<file path="src/rtl/hazard_controller.sv">
`timescale 1ns/1ps
`default_nettype none
// ============================================================================
// Module  : hazard_controller
// Purpose : Pipeline stall/flush control for load-use, taken branches and
//           multi-cycle MUL/DIV waits, with a stall counter and wait timeout.
// Rev     : 1.0  initial release
// ============================================================================
module hazard_controller #(
  parameter int MD_TIMEOUT = 63
) (
  input  logic        clk,
  input  logic        rst,
  input  logic [4:0]  id_rs1,
  input  logic [4:0]  id_rs2,
  input  logic [4:0]  id_ex_rd,
  input  logic        id_ex_mem_read,
  input  logic        ex_branch_taken,
  input  logic        ex_md_valid,
  input  logic        md_done,
  output logic        pc_write,
  output logic        if_id_write,
  output logic        id_ex_write,
  output logic        if_id_flush,
  output logic        id_ex_bubble,
  output logic        md_start,
  output logic        md_timeout,
  output logic [15:0] stall_count
);

  localparam int WW = (MD_TIMEOUT > 0) ? $clog2(MD_TIMEOUT + 1) : 1;

  typedef enum logic [0:0] {
    RUN     = 1'b0,
    MD_WAIT = 1'b1
  } state_t;

  state_t         state;
  state_t         state_next;
  logic [WW-1:0]  wait_cnt;
  logic [WW-1:0]  wait_cnt_next;
  logic           timeout_hit;
  logic           load_use;
  logic           run_mode;
  logic           md_allowed;

  assign load_use = id_ex_mem_read && (id_ex_rd != 5'd0) &&
                    ((id_ex_rd == id_rs1) || (id_ex_rd == id_rs2));

  always_ff @(posedge clk) begin
    if (rst) begin
      state       <= RUN;
      wait_cnt    <= '0;
      md_timeout  <= 1'b0;
      stall_count <= 16'd0;
    end else begin
      state    <= state_next;
      wait_cnt <= wait_cnt_next;
      if (timeout_hit) begin
        md_timeout <= 1'b1;
      end
      if (!pc_write && (stall_count != 16'hFFFF)) begin
        stall_count <= stall_count + 16'd1;
      end
    end
  end

  always_comb begin
    pc_write      = 1'b1;
    if_id_write   = 1'b1;
    id_ex_write   = 1'b1;
    if_id_flush   = 1'b0;
    id_ex_bubble  = 1'b0;
    md_start      = 1'b0;
    state_next    = state;
    wait_cnt_next = wait_cnt;
    timeout_hit   = 1'b0;
    run_mode      = 1'b0;
    md_allowed    = 1'b0;

    if (rst) begin
      pc_write     = 1'b0;
      if_id_write  = 1'b0;
      id_ex_write  = 1'b0;
      if_id_flush  = 1'b1;
      id_ex_bubble = 1'b1;
      state_next   = RUN;
    end else begin
      case (state)
        RUN: begin
          run_mode   = 1'b1;
          md_allowed = 1'b1;
        end
        MD_WAIT: begin
          if (md_done) begin
            run_mode   = 1'b1;
            state_next = RUN;
          end else if (wait_cnt == WW'(MD_TIMEOUT)) begin
            // Forced release behaves exactly like a normal completion
            timeout_hit = 1'b1;
            run_mode    = 1'b1;
            state_next  = RUN;
          end else begin
            pc_write      = 1'b0;
            if_id_write   = 1'b0;
            id_ex_write   = 1'b0;
            wait_cnt_next = wait_cnt + WW'(1);
          end
        end
        default: state_next = RUN;
      endcase

      if (run_mode) begin
        if (ex_branch_taken) begin
          if_id_flush  = 1'b1;
          id_ex_bubble = 1'b1;
        end else if (md_allowed && ex_md_valid) begin
          md_start      = 1'b1;
          pc_write      = 1'b0;
          if_id_write   = 1'b0;
          id_ex_write   = 1'b0;
          state_next    = MD_WAIT;
          wait_cnt_next = '0;
        end else if (load_use) begin
          pc_write     = 1'b0;
          if_id_write  = 1'b0;
          id_ex_bubble = 1'b1;
        end
      end
    end
  end

endmodule
`default_nettype wire

</file>
<file path="config.mk">
export PLATFORM = sky130hd
export DESIGN_NAME = hazard_controller
export DESIGN_NICKNAME = d
export VERILOG_FILES = /design/src/rtl/hazard_controller.sv
export SDC_FILE = /design/constraint.sdc
export NUM_CORES = 1
export LEC_CHECK = 0
export CAP_MARGIN = 20
export CORE_UTILIZATION = 50
export CTS_BUF_LIST = sky130_fd_sc_hd__clkbuf_16
export CTS_CLUSTER_SIZE = 28
export DETAILED_ROUTE_END_ITERATION = 8
export GPL_ROUTABILITY_DRIVEN = 0
export PLACE_DENSITY = 0.84
export SLEW_MARGIN = 20
export SYNTH_ARGS = -nofsm -noshare
export SYNTH_HDL_FRONTEND = slang
export SYNTH_SLANG_ARGS = --single-unit
</file>
<file path="constraint.sdc">
create_clock -name clk -period 4.2 [get_ports clk]
set_input_delay 0.84 -clock clk [delete_from_list [all_inputs] [get_ports clk]]
set_output_delay 0.84 -clock clk [all_outputs]
set_load 0.1 [all_outputs]
</file>
==> reports/metrics.csv, run 1 <==
stage;metric;value;unit
status;status;finished, final reports clean;
global_routing;pin count of the biggest net entering global routing;28;
logic_synthesis;Yosys top cell by area;dfxtp_1;
cells_and_area;Core Util, Final;70.28;%
sta;Final Cycle Share;85.01;%
global_routing;initial antenna violation count;0;
clock_tree;clk_lat worst skew;0.26;ns
cells_and_area;commonest cells after routing, fill and taps aside;clkdlybuf4s50_1, dfxtp_1, a21oi_1;
die;die width;56.13;um
logic_synthesis;synth unique cells;42;
detailed_routing;Initial DRT Pass Iterations;4;
cells_and_area;layout cells sized above 1;12.25;%
pwr;Leak Pwr;0.6410;nW
run;number of max-cap violations;0;
logic_synthesis;syn avg cell area;8.989;um^2
logic_synthesis;Synth Flop Type;dfxtp_1;
logic_synthesis;mux share of post-synthesis cell area;2.306;%
detailed_routing;Via Count;1390;
clock_tree;Root Buffer;clkbuf_16;
clock_tree;clk buf depth;2;
critical_path;worst-path fanout max;10;
sta;Slew Limit Fails;0;
clock_tree;CTS tree;built;
logic_synthesis;Post-Syn Area;1465;um^2
sta;FMAX;280.1;MHz
clock_tree;CTS Hold Buffers Added;0;
detailed_routing;initial DRC count;40;
pwr;pwr/cell area;296.3;nW/um^2
sta;Worst-Margin Slew;0.9766;ns
logic_synthesis;largest family of logic cells by synthesized area;simple AND/OR/NAND/NOR gates;
global_routing;grt ovf;0;
global_routing;global-route wire length before repair;5685;um
sta;final setup fails;0;
sta;unrepaired setup endpoints after global routing;no;
detailed_routing;Final ANT Viol Nets;0;
die;Ports;44;
global_routing;vias in the first global route;1363;
sta;Final Hold Vio Count;0;
cells_and_area;Final nets;228;
critical_path;kind of start point of the critical path;primary input;
sta;Setup TNS Final;0;ns
sta;fin crit period;3.571;ns
min_path;Hold Path Class;reg -> reg;
clock_tree;post_cts resized;0;
cells_and_area;Fill cells;210;
logic_synthesis;Synth area leaders;dfxtp_1, a21oi_1, xnor2_1, or4_1, o31ai_1;
die;Die ar.;3151;um^2
detailed_routing;detail-routed via count per cell;5.915;
logic_synthesis;EDFF count, synth;0;
pwr;maximum VDD drop;0.2851;mV
sta;slew margin rel.;34.69;%
critical_path;CP endpoint kind;output pin;
clock_tree;Clk pin slew, worst setup/hold paths;0.06;ns
critical_path;Worst Path Arrival;2.73;ns
logic_synthesis;area share of the largest cell type after synthesis;32.79;%
global_routing;Total GRT Usage;22.28;%
detailed_routing;DRC Markers;0;
sta;clock skew;0.002412;ns
clock_tree;Num Clock Sinks;24;
cells_and_area;commonest non-fill, non-tap cell in the layout;clkdlybuf4s50_1;
logic_synthesis;Yosys reg bits;24;
logic_synthesis;post-synthesis xor/xnor area fraction;7.771;%
logic_synthesis;ys async rst share;0;%
clock_tree;Num CTS Buffers;3;
logic_synthesis;synthesized instance count;163;
die;Die Span Y;56.13;um
logic_synthesis;synthesis warning total;0;
detailed_routing;drt wl/cell;14.26;um
detailed_routing;final WL;3350;um
clock_tree;post-CTS setup buffer count;0;
placement;dpl hpwl;2352;um
logic_synthesis;post-synthesis compound-gate area fraction;17.76;%
logic_synthesis;Net Count, Synth;186;
die;Initial Utilization;53.13;%
cells_and_area;Ant. Diodes;0;
die;core area;2758;um^2
logic_synthesis;adder and majority gate portion of the synthesized area;1.708;%
die;# rows;19;
critical_path;CP required;3.36;ns
critical_path;Crit Path Class;in -> out;
clock_tree;H-tree depth;1;
placement;# port buffers;43;
logic_synthesis;Synth Area in Simple Gates;29.29;%
cells_and_area;area grow syn2layout;32.28;%
logic_synthesis;sequential area share after synthesis;32.79;%
[layout make-up]
| cell class | count | area [um^2] | share of cell area, % |
|---|---|---|---|
| clock inverters | 1 | 3.754 | 0.1937 |
| clock buffers | 3 | 75.07 | 3.873 |
| flip-flops and latches | 24 | 480.5 | 24.79 |
| well taps | 31 | 38.79 | 2.001 |
| multi-input cells | 125 | 862.1 | 44.48 |
| inverters | 6 | 22.52 | 1.162 |
| repair buffers | 45 | 455.4 | 23.50 |
[Yosys cell counts (all sizes together), types with 2 or more instances]
library cell,n
ha,2
mux2,3
buf,4
nor4,2
xor2,2
nand2b,2
o31ai,9
clkbuf,4
nand2,11
or4,11
inv,6
xnor2,11
nand4,4
a21oi,21
o41ai,2
nor2,11
or3b,2
o21ai,4
nor3,2
nand3,10
and3,2
dfxtp,24
nor2b,5
[flip-flops by register name, indices dropped and copies added, names as in the netlist]
name / flops
stall_count: 16
wait_cnt: 6
md_timeout: 1
state: 1
[where the power goes]
part	internal (mW)	switching [mW]
combinational	0.0493	0.0829
sequential	0.231	0.00368
clock	0.127	0.0803
[per-stage QoR]
stage          setup slack (ns)  area [um^2]  power [mW]  std cells  hold WS (ns)
2_1_floorplan            0.5089         1465      0.3332        163        0.4517
3_3_place_gp             0.7054         1859      0.3686        231        0.4347
3_5_place_dp             0.6229         1859      0.3713        231        0.4436
4_1_cts                  0.6235         1938      0.5745        235        0.4525
5_1_grt                  0.5715         1938      0.5907        235        0.4755
6_report                 0.6294         1938      0.5743        235        0.4484
[cells by family (layout without fill, tap and decap cells)]
group / Yosys count / in the layout
buffers and inverters: 14 / 55
xor gates and xnor gates: 13 / 13
AOI/OAI and AO/OA: 39 / 39
adders and majority gates: 2 / 2
DFF: 24 / 24
muxes: 3 / 3
and+or+nand+nor: 68 / 68
[final timing paths]
path | from | endpoint | slack [ns] | cells past startpoint
worst max register to register | wait_cnt[0] | stall_count[13] | 1.77 | 8
worst max-delay path | id_ex_rd[1] | pc_write | 0.63 | 6
worst min-delay path | md_timeout | md_timeout | 0.45 | 2
worst min register to register | md_timeout | md_timeout | 0.45 | 2
[critical path, stage by stage]
cell and delay [ns]:
clkdlybuf4s50_1 0.47, or4_1 0.54, o21ai_1 0.19, nor2_1 0.10, a21boi_4 0.37, buf_12 0.23
[routing by layer]
metal / vias to the layer above / global-route usage [%] / wire length [um]
li1: 687 / - / -
met1: 650 / 26.38 / 1444
met2: 49 / 38.10 / 1662
met3: 4 / 4.651 / 206
met4: 0 / 10.80 / 36
met5: - / 0 / 0
No activity file was read; power rests on OpenSTA's default activity.
==> inputs of run 2 (changes only) <==
Settings changed: PLACE_DENSITY 0.84 to default, PLACE_DENSITY_LB_ADDON from default to 0.2, SLEW_MARGIN 20 to default.
==> reports/metrics.csv, run 2 (same netlist as run 1, synthesis figures left out) <==
stage;metric;value;unit;change
critical_path;Crit Path Class;in -> out;;
sta;Slew Limit Fails;0;;unchanged
global_routing;Total GRT Usage;21.89;%;-0.38 points
pwr;Leak Pwr;0.6410;nW;unchanged
critical_path;worst reg-to-reg setup slack;1.89;ns;+0.12 ns
sta;Setup TNS Final;0;ns;unchanged
detailed_routing;Via Count;1385;;-0.36%
min_path;hold_sp;md_timeout;;
sta;Final Hold Vio Count;0;;unchanged
critical_path;kind of start point of the critical path;primary input;;
clock_tree;Clk pin slew, worst setup/hold paths;0.06;ns;about the same
die;# rows;19;;unchanged
placement;# port buffers;43;;unchanged
sta;final setup fails;0;;unchanged
run;number of max-cap violations;0;;unchanged
global_routing;GRT met3 Usage;4.651;%;unchanged
critical_path;FF-to-FF path depth;8;;unchanged
critical_path;Crit-path slowest cell;or4_1;;
critical_path;Worst Path Arrival;2.81;ns;+0.08 ns
critical_path;CP endpoint kind;output pin;;
detailed_routing;Initial DRT Pass Iterations;4;;unchanged
global_routing;global-route wire length before repair;5464;um;-3.9%
clock_tree;Num Clock Sinks;24;;unchanged
pwr;maximum VDD drop;0.2458;mV;-14%
cells_and_area;Ant. Diodes;0;;unchanged
clock_tree;clk buf depth;2;;unchanged
global_routing;vias in the first global route;1298;;-4.8%
cells_and_area;Top reg by flops;stall_count;;
global_routing;grt ovf;0;;unchanged
placement;pre-CTS WS;0.5621;ns;-0.06081 ns
sta;slew margin rel.;32.99;%;-1.7 points
critical_path;Crit Reg-Reg Endpoint;stall_count[2];;
cells_and_area;number of flip-flops in the largest register;16;;unchanged
clock_tree;clk_lat worst skew;0.25;ns;about the same
pwr;pwr/cell area;293.8;nW/um^2;-0.87%
min_path;Hold Path Class;reg -> reg;;
detailed_routing;initial DRC count;43;;+7.5%
cells_and_area;Core Util, Final;70.28;%;unchanged
detailed_routing;drt wl/cell;13.60;um;-4.6%
clock_tree;CTS Hold Buffers Added;0;;unchanged
min_path;Hold Path Depth;2;;unchanged
detailed_routing;Final ANT Viol Nets;0;;unchanged
cells_and_area;Final nets;228;;unchanged
detailed_routing;final WL;3195;um;-4.6%
die;Die Span Y;56.13;um;unchanged
critical_path;crit path cell chain;clkdlybuf4s50_1 > or4_1 > o21ai_1 > nor2_1 > a21boi_4 > buf_12;;
clock_tree;post-CTS setup buffer count;0;;unchanged
detailed_routing;DRC Markers;0;;unchanged
die;Die ar.;3151;um^2;unchanged
sta;FMAX;274.1;MHz;-2.1%
cells_and_area;layout cells sized above 1;12.25;%;unchanged
clock_tree;CTS tree;built;;
clock_tree;post_cts resized;0;;unchanged
global_routing;met1 Resource Use GR;25.65;%;-0.73 points
detailed_routing;detail-routed via count per cell;5.894;;-0.36%
die;Ports;44;;unchanged
global_routing;busiest grt layer;met2;;
cells_and_area;commonest cells after routing, fill and taps aside;clkdlybuf4s50_1, dfxtp_1, a21oi_1;;
critical_path;Worst R2R Start;wait_cnt[0];;
cells_and_area;area grow syn2layout;32.28;%;unchanged
sta;clock skew;0.002919;ns;+0.0005069 ns
sta;unrepaired setup endpoints after global routing;no;;
critical_path;crit-path max cell delay;0.53;ns;about the same
die;core area;2758;um^2;unchanged
global_routing;M2 GR Usage;37.59;%;-0.51 points
sta;Final Cycle Share;86.86;%;+1.9 points
clock_tree;Root Buffer;clkbuf_16;;
critical_path;CP required;3.36;ns;about the same
die;Initial Utilization;53.13;%;unchanged
cells_and_area;commonest non-fill, non-tap cell in the layout;clkdlybuf4s50_1;;
critical_path;worst-path fanout max;16;;+6
min_path;hold worst-path end;md_timeout;;
global_routing;initial antenna violation count;0;;unchanged
status;status;finished, final reports clean;;
clock_tree;Num CTS Buffers;3;;unchanged
sta;worst setup margin;0.5517;ns;-0.07773 ns
die;die width;56.13;um;unchanged
global_routing;pin count of the biggest net entering global routing;28;;unchanged
sta;fin crit period;3.648;ns;+0.07773 ns
placement;dpl hpwl;2411;um;+2.5%
sta;Worst-Margin Slew;1.002;ns;+0.02544 ns
cells_and_area;Top Registers;stall_count x16, wait_cnt x6;;
clock_tree;H-tree depth;1;;unchanged
-- run 2: cell counts in the layout (fill, tap and decap cells not counted) --
Identical to the previous run, type by type.
-- run 2: final cells by class --
class,instances,area [um^2]
Clock buffer,3,75.07
Clock inverter,1,3.754
Fill cell,218,819.5
Inverter,6,22.52
Multi-Input combinational cell,125,862.1
Sequential cell,24,480.5
Tap cell,31,38.79
Timing Repair Buffer,45,455.4
-- run 2: where the power goes --
group          internal, mW  switching (mW)  leakage (nW)  total, mW
logic                0.0491          0.0817         0.409      0.131
clock network         0.127          0.0772        0.0385      0.204
registers             0.231         0.00338         0.194      0.234
total                 0.407           0.162         0.641      0.569
-- run 2: critical path: cells and delay by family --
kind / cells / cell delay (ns)
and+or+nand+nor: 2 / 0.62
buffers and inverters: 2 / 0.71
AOI/OAI and AO/OA: 2 / 0.63
-- run 2: worst max path at each step --
stage / from / endpoint / slack (ns) / cells after the start
2_1_floorplan: id_ex_rd[4] / id_ex_bubble / 0.51 / 5
3_3_place_gp: id_ex_rd[1] / pc_write / 0.60 / 6
3_5_place_dp: id_ex_rd[1] / pc_write / 0.56 / 6
4_1_cts: id_ex_rd[1] / pc_write / 0.56 / 6
5_1_grt: id_ex_rd[1] / if_id_write / 0.44 / 6
6_report: id_ex_rd[1] / pc_write / 0.55 / 6
-- run 2: stage by stage --
step                      power [mW]  std cells  area, um^2  hold slack [ns]
after floorplan               0.3332        163        1465           0.4517
after global placement        0.3684        231        1859           0.4351
after detailed placement      0.3702        231        1859           0.4675
after CTS                     0.5745        235        1938           0.4770
after global routing          0.5887        235        1938           0.5023
final                         0.5693        235        1938           0.4745
-- run 2: layer usage --
metal  up-vias  wire length [um]
met2        51              1645
li1        685                 -
met5         -                 0
met1       645              1286
met3         4               224
met4         0                39
